[src/rtl/lvds_rx_pkg.sv]
// Shared LVDS RX definitions: frame layout, sync patterns and gate state encodings.
// Used by lvds_rx and the frame gate so both sides agree on the word format.
package lvds_rx_pkg;

    localparam logic [1:0] SYNC_I = 2'b10;
    localparam logic [1:0] SYNC_Q = 2'b01;

    localparam int FRM_I_SYNC_HI = 31;
    localparam int FRM_I_SYNC_LO = 30;
    localparam int FRM_I_HI      = 29;
    localparam int FRM_I_LO      = 17;
    localparam int FRM_GAP_BIT   = 16;
    localparam int FRM_Q_SYNC_HI = 15;
    localparam int FRM_Q_SYNC_LO = 14;
    localparam int FRM_Q_HI      = 13;
    localparam int FRM_Q_LO      = 1;
    localparam int FRM_SYNC_BIT  = 0;

    typedef enum logic [1:0] {
        ST_IDLE  = 2'b00,
        ST_ARMED = 2'b01,
        ST_RUN   = 2'b11
    } rx_state_e;

    function automatic logic frame_ok(input logic [31:0] w);
        return (w[FRM_I_SYNC_HI:FRM_I_SYNC_LO] == SYNC_I) &&
               !w[FRM_GAP_BIT] &&
               (w[FRM_Q_SYNC_HI:FRM_Q_SYNC_LO] == SYNC_Q);
    endfunction

endpackage

[src/rtl/rx_skid_fifo.sv]
// Small synchronous FIFO absorbing RX FIFO-full stalls; registered head output.
// A read and a write may share a cycle even when full (read sees the old head).
module rx_skid_fifo #(
    parameter int DEPTH = 4,
    parameter int W     = 32
) (
    input  logic         clk,
    input  logic         rst_b,
    input  logic         flush,
    input  logic         wr_en,
    input  logic [W-1:0] wr_data,
    input  logic         rd_en,
    output logic         full,
    output logic         empty,
    output logic         rd_valid,
    output logic [W-1:0] rd_data
);
    localparam int AW = $clog2(DEPTH);

    logic [W-1:0]  mem [DEPTH];
    logic [AW-1:0] wr_ptr_q, wr_ptr_d, rd_ptr_q, rd_ptr_d;
    logic [AW:0]   count_q, count_d;
    logic          rd_valid_q, rd_valid_d;
    logic [W-1:0]  rd_data_q, rd_data_d;

    assign full     = (count_q == (AW+1)'(DEPTH));
    assign empty    = (count_q == '0);
    assign rd_valid = rd_valid_q;
    assign rd_data  = rd_data_q;

    always_comb begin
        wr_ptr_d   = wr_ptr_q;
        rd_ptr_d   = rd_ptr_q;
        count_d    = count_q;
        rd_valid_d = 1'b0;
        rd_data_d  = rd_data_q;
        if (flush) begin
            wr_ptr_d = '0;
            rd_ptr_d = '0;
            count_d  = '0;
        end else begin
            if (wr_en) wr_ptr_d = wr_ptr_q + AW'(1);
            if (rd_en) begin
                rd_ptr_d   = rd_ptr_q + AW'(1);
                rd_valid_d = 1'b1;
                rd_data_d  = mem[rd_ptr_q];
            end
            case ({wr_en, rd_en})
                2'b10:   count_d = count_q + (AW+1)'(1);
                2'b01:   count_d = count_q - (AW+1)'(1);
                default: count_d = count_q;
            endcase
        end
    end

    // Storage is not reset so it can map onto distributed/block RAM.
    always_ff @(posedge clk) begin
        if (wr_en && !flush) mem[wr_ptr_q] <= wr_data;
    end

    always_ff @(posedge clk or negedge rst_b) begin
        if (!rst_b) begin
            wr_ptr_q   <= '0;
            rd_ptr_q   <= '0;
            count_q    <= '0;
            rd_valid_q <= 1'b0;
            rd_data_q  <= '0;
        end else begin
            wr_ptr_q   <= wr_ptr_d;
            rd_ptr_q   <= rd_ptr_d;
            count_q    <= count_d;
            rd_valid_q <= rd_valid_d;
            rd_data_q  <= rd_data_d;
        end
    end

endmodule

[src/rtl/lvds_rx_frame_gate.sv]
// RX frame gate: validates I/Q frames, stamps sync, decimates by 2^N and
// buffers words ahead of the RX sample FIFO, owning all RX backpressure.
module lvds_rx_frame_gate
    import lvds_rx_pkg::*;
#(
    parameter int BUF_DEPTH = 4,
    parameter int CNT_W     = 16
) (
    input  logic             i_ddr_clk,
    input  logic             i_rst_b,
    input  logic             i_enable,
    input  logic             i_start_on_sync,
    input  logic [1:0]       i_decim_log2,
    input  logic             i_sync_input,
    input  logic             i_word_valid,
    input  logic [31:0]      i_word_data,
    input  logic             i_fifo_full,
    input  logic             i_cnt_clear,
    output logic             o_fifo_push,
    output logic [31:0]      o_fifo_data,
    output logic [1:0]       o_state,
    output logic [CNT_W-1:0] o_frame_err_cnt,
    output logic [CNT_W-1:0] o_drop_cnt,
    output logic             o_overflow
);
    rx_state_e        state_q, state_d;
    logic [2:0]       dec_cnt_q, dec_cnt_d;
    logic [1:0]       decim_q;
    logic             latch_q, latch_d;
    logic [CNT_W-1:0] err_q, err_d, drop_q, drop_d;
    logic             ovf_q, ovf_d;

    logic        go_idle, run, good, bad, emit, pop, accept, drop;
    logic [2:0]  dec_mask;
    logic [31:0] wr_data;
    logic        buf_full, buf_empty;

    always_comb begin
        go_idle  = !i_enable;
        run      = (state_q == ST_RUN) && i_enable;
        good     = run && i_word_valid && frame_ok(i_word_data);
        bad      = run && i_word_valid && !frame_ok(i_word_data);
        dec_mask = 3'((4'd1 << i_decim_log2) - 4'd1);
        emit     = good && (dec_cnt_q == 3'd0);
        // Head pops into the output register; a pop frees a slot for a same-cycle write.
        pop      = !buf_empty && !i_fifo_full && i_enable;
        accept   = emit && (!buf_full || pop);
        drop     = emit && buf_full && !pop;
        wr_data  = {i_word_data[31:1], latch_q | i_sync_input};
    end

    always_comb begin
        state_d = state_q;
        case (state_q)
            ST_IDLE:  state_d = i_start_on_sync ? ST_ARMED : ST_RUN;
            ST_ARMED: if (i_sync_input) state_d = ST_RUN;
            default:  state_d = ST_RUN;
        endcase
        if (go_idle) state_d = ST_IDLE;

        dec_cnt_d = dec_cnt_q;
        if (i_decim_log2 != decim_q)
            dec_cnt_d = 3'd0;
        else if (good)
            dec_cnt_d = (dec_cnt_q == dec_mask) ? 3'd0 : dec_cnt_q + 3'd1;
        if (go_idle) dec_cnt_d = 3'd0;

        latch_d = latch_q;
        if (run && i_sync_input) latch_d = 1'b1;
        if (emit || go_idle)     latch_d = 1'b0;

        err_d  = err_q;
        drop_d = drop_q;
        ovf_d  = ovf_q;
        if (i_cnt_clear) begin
            err_d  = '0;
            drop_d = '0;
            ovf_d  = 1'b0;
        end else begin
            if (bad && !(&err_q))   err_d  = err_q + CNT_W'(1);
            if (drop && !(&drop_q)) drop_d = drop_q + CNT_W'(1);
            if (drop)               ovf_d  = 1'b1;
        end
    end

    always_ff @(posedge i_ddr_clk or negedge i_rst_b) begin
        if (!i_rst_b) begin
            state_q   <= ST_IDLE;
            dec_cnt_q <= '0;
            decim_q   <= '0;
            latch_q   <= 1'b0;
            err_q     <= '0;
            drop_q    <= '0;
            ovf_q     <= 1'b0;
        end else begin
            state_q   <= state_d;
            dec_cnt_q <= dec_cnt_d;
            decim_q   <= i_decim_log2;
            latch_q   <= latch_d;
            err_q     <= err_d;
            drop_q    <= drop_d;
            ovf_q     <= ovf_d;
        end
    end

    rx_skid_fifo #(.DEPTH(BUF_DEPTH), .W(32)) u_buf (
        .clk      (i_ddr_clk),
        .rst_b    (i_rst_b),
        .flush    (go_idle),
        .wr_en    (accept),
        .wr_data  (wr_data),
        .rd_en    (pop),
        .full     (buf_full),
        .empty    (buf_empty),
        .rd_valid (o_fifo_push),
        .rd_data  (o_fifo_data)
    );

    assign o_state         = state_q;
    assign o_frame_err_cnt = err_q;
    assign o_drop_cnt      = drop_q;
    assign o_overflow      = ovf_q;

endmodule
[config.mk]
export PLATFORM = sky130hd
export DESIGN_NAME = lvds_rx_frame_gate
export DESIGN_NICKNAME = d
export VERILOG_FILES = /design/src/rtl/lvds_rx_pkg.sv /design/src/rtl/rx_skid_fifo.sv /design/src/rtl/lvds_rx_frame_gate.sv
export SDC_FILE = /design/constraint.sdc
export NUM_CORES = 1
export LEC_CHECK = 0
export ABC_AREA = 0
export BUFFER_PORTS_ARGS = -buffer_cell sky130_fd_sc_hd__buf_2
export CAP_MARGIN = 30
export CORE_AREA = 3 3 98 169
export DETAILED_ROUTE_END_ITERATION = 8
export DIE_AREA = 0 0 101 172
export PLACE_DENSITY_LB_ADDON = 0.2
export SYNTH_ARGS = -nofsm -noshare
export SYNTH_HDL_FRONTEND = slang
export SYNTH_HIERARCHICAL = 1
export SYNTH_SLANG_ARGS = --single-unit
[constraint.sdc]
create_clock -name i_ddr_clk -period 6.5 [get_ports i_ddr_clk]
set_input_delay 0.975 -clock i_ddr_clk [delete_from_list [all_inputs] [get_ports i_ddr_clk]]
set_output_delay 0.975 -clock i_ddr_clk [all_outputs]
set_load 0.01 [all_outputs]
==> flow_metrics.py <==
metrics = {
    "run_status": {
        "status": "finished, final reports clean",
    },
    "grt": {
        "first_global_vias": 5967,
        "gr-usage-all-layers_pct": 21.65,
        "antenna_found_initial": 2,
        "grt-ovfl-total": 0,
        "grt_max_degree": 57,
        "grt_pass1_wl_um": 29930,
    },
    "cts": {
        "cts_buffers": 19,
        "post_cts_buffers": 0,
        "clk_latency_ns": 0.48,
        "cts.sink_count": 209,
        "htreeDepth": 1,
        "root_buffer": "clkbuf_16",
        "path_clk_slew_ns": 0.07,
        "cts_buffer_depth": 3,
        "cts_tree": "built",
        "cts_repair_resize_count": 0,
        "hold_buffers": 0,
    },
    "yosys": {
        "ys_seq_area_share_pct": 64.53,
        "avgSynthCellArea_um2": 14.56,
        "synth-seq-cells": 209,
        "synth_edf_count": 128,
        "syn_area_um2": 9097,
        "yosysUniqueCellTypes": 59,
        "synth_cells": 625,
        "syn_nets": 676,
        "ys.flop_type": "edfxtp_1",
        "yosysTopAreaCell": "edfxtp_1",
        "synth_top_area_share_pct": 42.25,
        "synthArstFlopShare_pct": 38.76,
        "synth_warnings": 6,
        "synth_area_leaders": "edfxtp_1, dfrtp_1, mux2i_1",
    },
    "timing": {
        "whs_ns": 0.4746,
        "fin_ws_ns": 2.979,
        "max_slew_margin_pct": 36.04,
        "setup_viol": 0,
        "fin_crit_ns": 3.521,
        "min_period_over_period_pct": 54.18,
        "rsz0062_at_grt": "no",
        "fin_setup_tns_ns": 0,
        "slew_violations": 0,
        "max_freq_mhz": 284.0,
        "hold_viol": 0,
        "worst_slew_pin_slew_ns": 0.9594,
        "skew_ns": 0.01888,
    },
    "worst_setup_path": {
        "crit_buf_inv": 1,
        "endpoint_kind": "flop",
        "start_kind": "input pin",
        "cp.arrival_ns": 3.61,
        "path_cells": "buf_2 > and4_1 > nand2_1 > nor3_1 > a21boi_0 > nor2b_1 > and2_2",
        "cpLargestDelayFamily": "simple AND/OR/NAND/NOR gates",
        "slowest_delay_ns": 0.82,
        "crit_fanout": 32,
        "reg2reg_from": "dec_cnt_q[0]$_DFFE_PN0P_",
        "cpMaxStageDelayCell": "and2_2",
        "r2r_setup_slack_ns": 2.99,
        "r2r-end": "u_buf/mem[3][17]$_DFFE_PP_",
        "r2r_cells": 8,
        "worstSetupPathType": "input pin to flop",
        "cp_data_required_time_ns": 6.59,
    },
    "die": {
        "dieWidth_um": 101,
        "dieArea_um2": 17370,
        "num_io_pins": 110,
        "die_h_um": 172,
        "row_count": 60,
        "initial_core_util_pct": 58.83,
        "coreArea_um2": 15460,
    },
    "place": {
        "io_buffers": 108,
        "gp_congestion": 0.8038,
        "place_area_um2": 9712,
        "dp.cells": 890,
        "dpl.hpwl_um": 11720,
        "place_ws_ns": 2.472,
    },
    "layout": {
        "area_growth_pct": 13.46,
        "drive_gt1_share_pct": 27.24,
        "fillers": 1143,
        "final_cells": 924,
        "final_area_um2": 10320,
        "antenna_cells": 0,
        "post-route-util_pct": 66.75,
        "nets": 776,
    },
    "pwr": {
        "p_sw_share_pct": 20.82,
        "p_comb_share_pct": 4.5,
        "p_total_mw": 2.657,
        "clkPwrFrac_pct": 40.9,
        "p_sw_mw": 0.5533,
        "peakVddDrop_mv": 0.2228,
        "p_per_area_nw_per_um2": 257.4,
        "internal_power_mw": 2.104,
        "p_leak_nw": 3.919,
        "p_seq_share_pct": 54.5,
    },
    "min_path": {
        "hp-class": "input pin to async pin",
    },
    "drt": {
        "post-route-drc-count": 0,
        "via_per_inst": 5.998,
        "ant_nets": 0,
        "wl_um": 18550,
        "routedWlPerCell_um": 20.08,
        "via_count": 5542,
        "drtIter0Drc": 264,
        "first_pass_iters": 6,
    },
    "run": {
        "max_cap_viol_count": 0,
    },
}
## cells by family (layout without fill, tap and decap cells)
| logic type | Yosys count | after routing | synth area share, % |
|---|---|---|---|
| mux | 89 | 89 | 10.07 |
| flops | 209 | 209 | 64.53 |
| buf+inv | 44 | 157 | 2.847 |
| simple gates | 202 | 202 | 12.96 |
| xor+xnor | 8 | 8 | 0.7702 |
| fa+ha+maj | 9 | 9 | 1.320 |
| compound gates | 64 | 64 | 7.509 |
## cells in the mapped netlist, types with 7 or more instances
cell type,instances
edfxtp_1,128
dfrtp_1,81
mux2i_1,69
nand2_1,46
nor2_1,35
o221ai_2,31
nor2b_1,21
mux2_2,14
clkbuf_1,13
nor4_1,13
inv_1,12
nand3_1,12
nand4_1,12
nor3_1,12
a21oi_1,11
buf_2,8
ha_1,8
or4_1,8
and2_1,7
## area by class of cell
cell class / count / area [µm²] / share of cell area, %
clock buffer: 26 / 531.8 / 5.152
clock inverter: 8 / 78.83 / 0.7636
inverter: 13 / 53.80 / 0.5212
multi-input combinational: 372 / 2973 / 28.80
sequential: 209 / 5874 / 56.91
tap: 186 / 232.7 / 2.255
timing repair buffer: 110 / 578.1 / 5.600
## worst reg2reg max path, stage by stage, from the launching register on
cell	delay (ns)
dfrtp_1	0.44
inv_1	0.11
ha_1	0.16
nor2b_1	0.22
nand2_1	0.08
nor3_1	0.21
a21boi_0	0.79
nor2b_1	0.30
and2_2	0.82
## routing by layer
layer	share of wire, %	track usage [%]	vias up
met4	1.6	6.076	4
met3	4.9	3.109	30
li1	-	-	2554
met5	0.15	0	-
met1	37	24.72	2806
met2	56	41.46	148
## power by group through the flow
stage                     clock, mW  combinational (mW)  sequential (mW)
after floorplan                   0              0.0455             1.49
after global placement            0               0.117             1.48
after detailed placement          0               0.123             1.48
after CTS                      1.11               0.124             1.45
after global routing           1.16               0.136             1.45
final                          1.09               0.121             1.45
## flip-flops by register name (all words and copies together) (netlist names), 2 cells and up
name             count
o_drop_cnt          16
u_buf/mem          128
u_buf/rd_ptr_q       2
u_buf/wr_ptr_q       2
decim_q              2
u_buf/count_q        3
u_buf/rd_data       32
o_frame_err_cnt     16
dec_cnt_q            3
o_state              2
## layout by cell type, fill, tap and decap left out, types with 8 or more instances in the layout
cell type and count:
buf_2 107, o221ai_2 31, ha_1 8, nor2_1 35, nor4_1 13, edfxtp_1 128, mux2i_1 69, nor3_1 12
inv_1 12, or4_1 8, a21oi_1 11, nand2_1 46, nor2b_1 21, nand4_1 12, nand3_1 12, clkbuf_16 19
mux2_2 14, dfrtp_1 80
## worst max-delay path by stage
stage	from	endpoint	slack (ns)	cells past startpoint
after floorplan	i_fifo_full	u_buf/mem[0][0]$_DFFE_PP_	3.17	5
after global placement	i_enable	u_buf/mem[3][1]$_DFFE_PP_	2.58	7
after detailed placement	i_enable	u_buf/mem[1][28]$_DFFE_PP_	2.47	7
after CTS	i_enable	u_buf/mem[1][10]$_DFFE_PP_	2.97	7
after global routing	dec_cnt_q[0]$_DFFE_PN0P_	u_buf/mem[1][10]$_DFFE_PP_	2.62	8
final	i_enable	u_buf/mem[3][17]$_DFFE_PP_	2.98	7
Power figures use the tool's default switching activity.
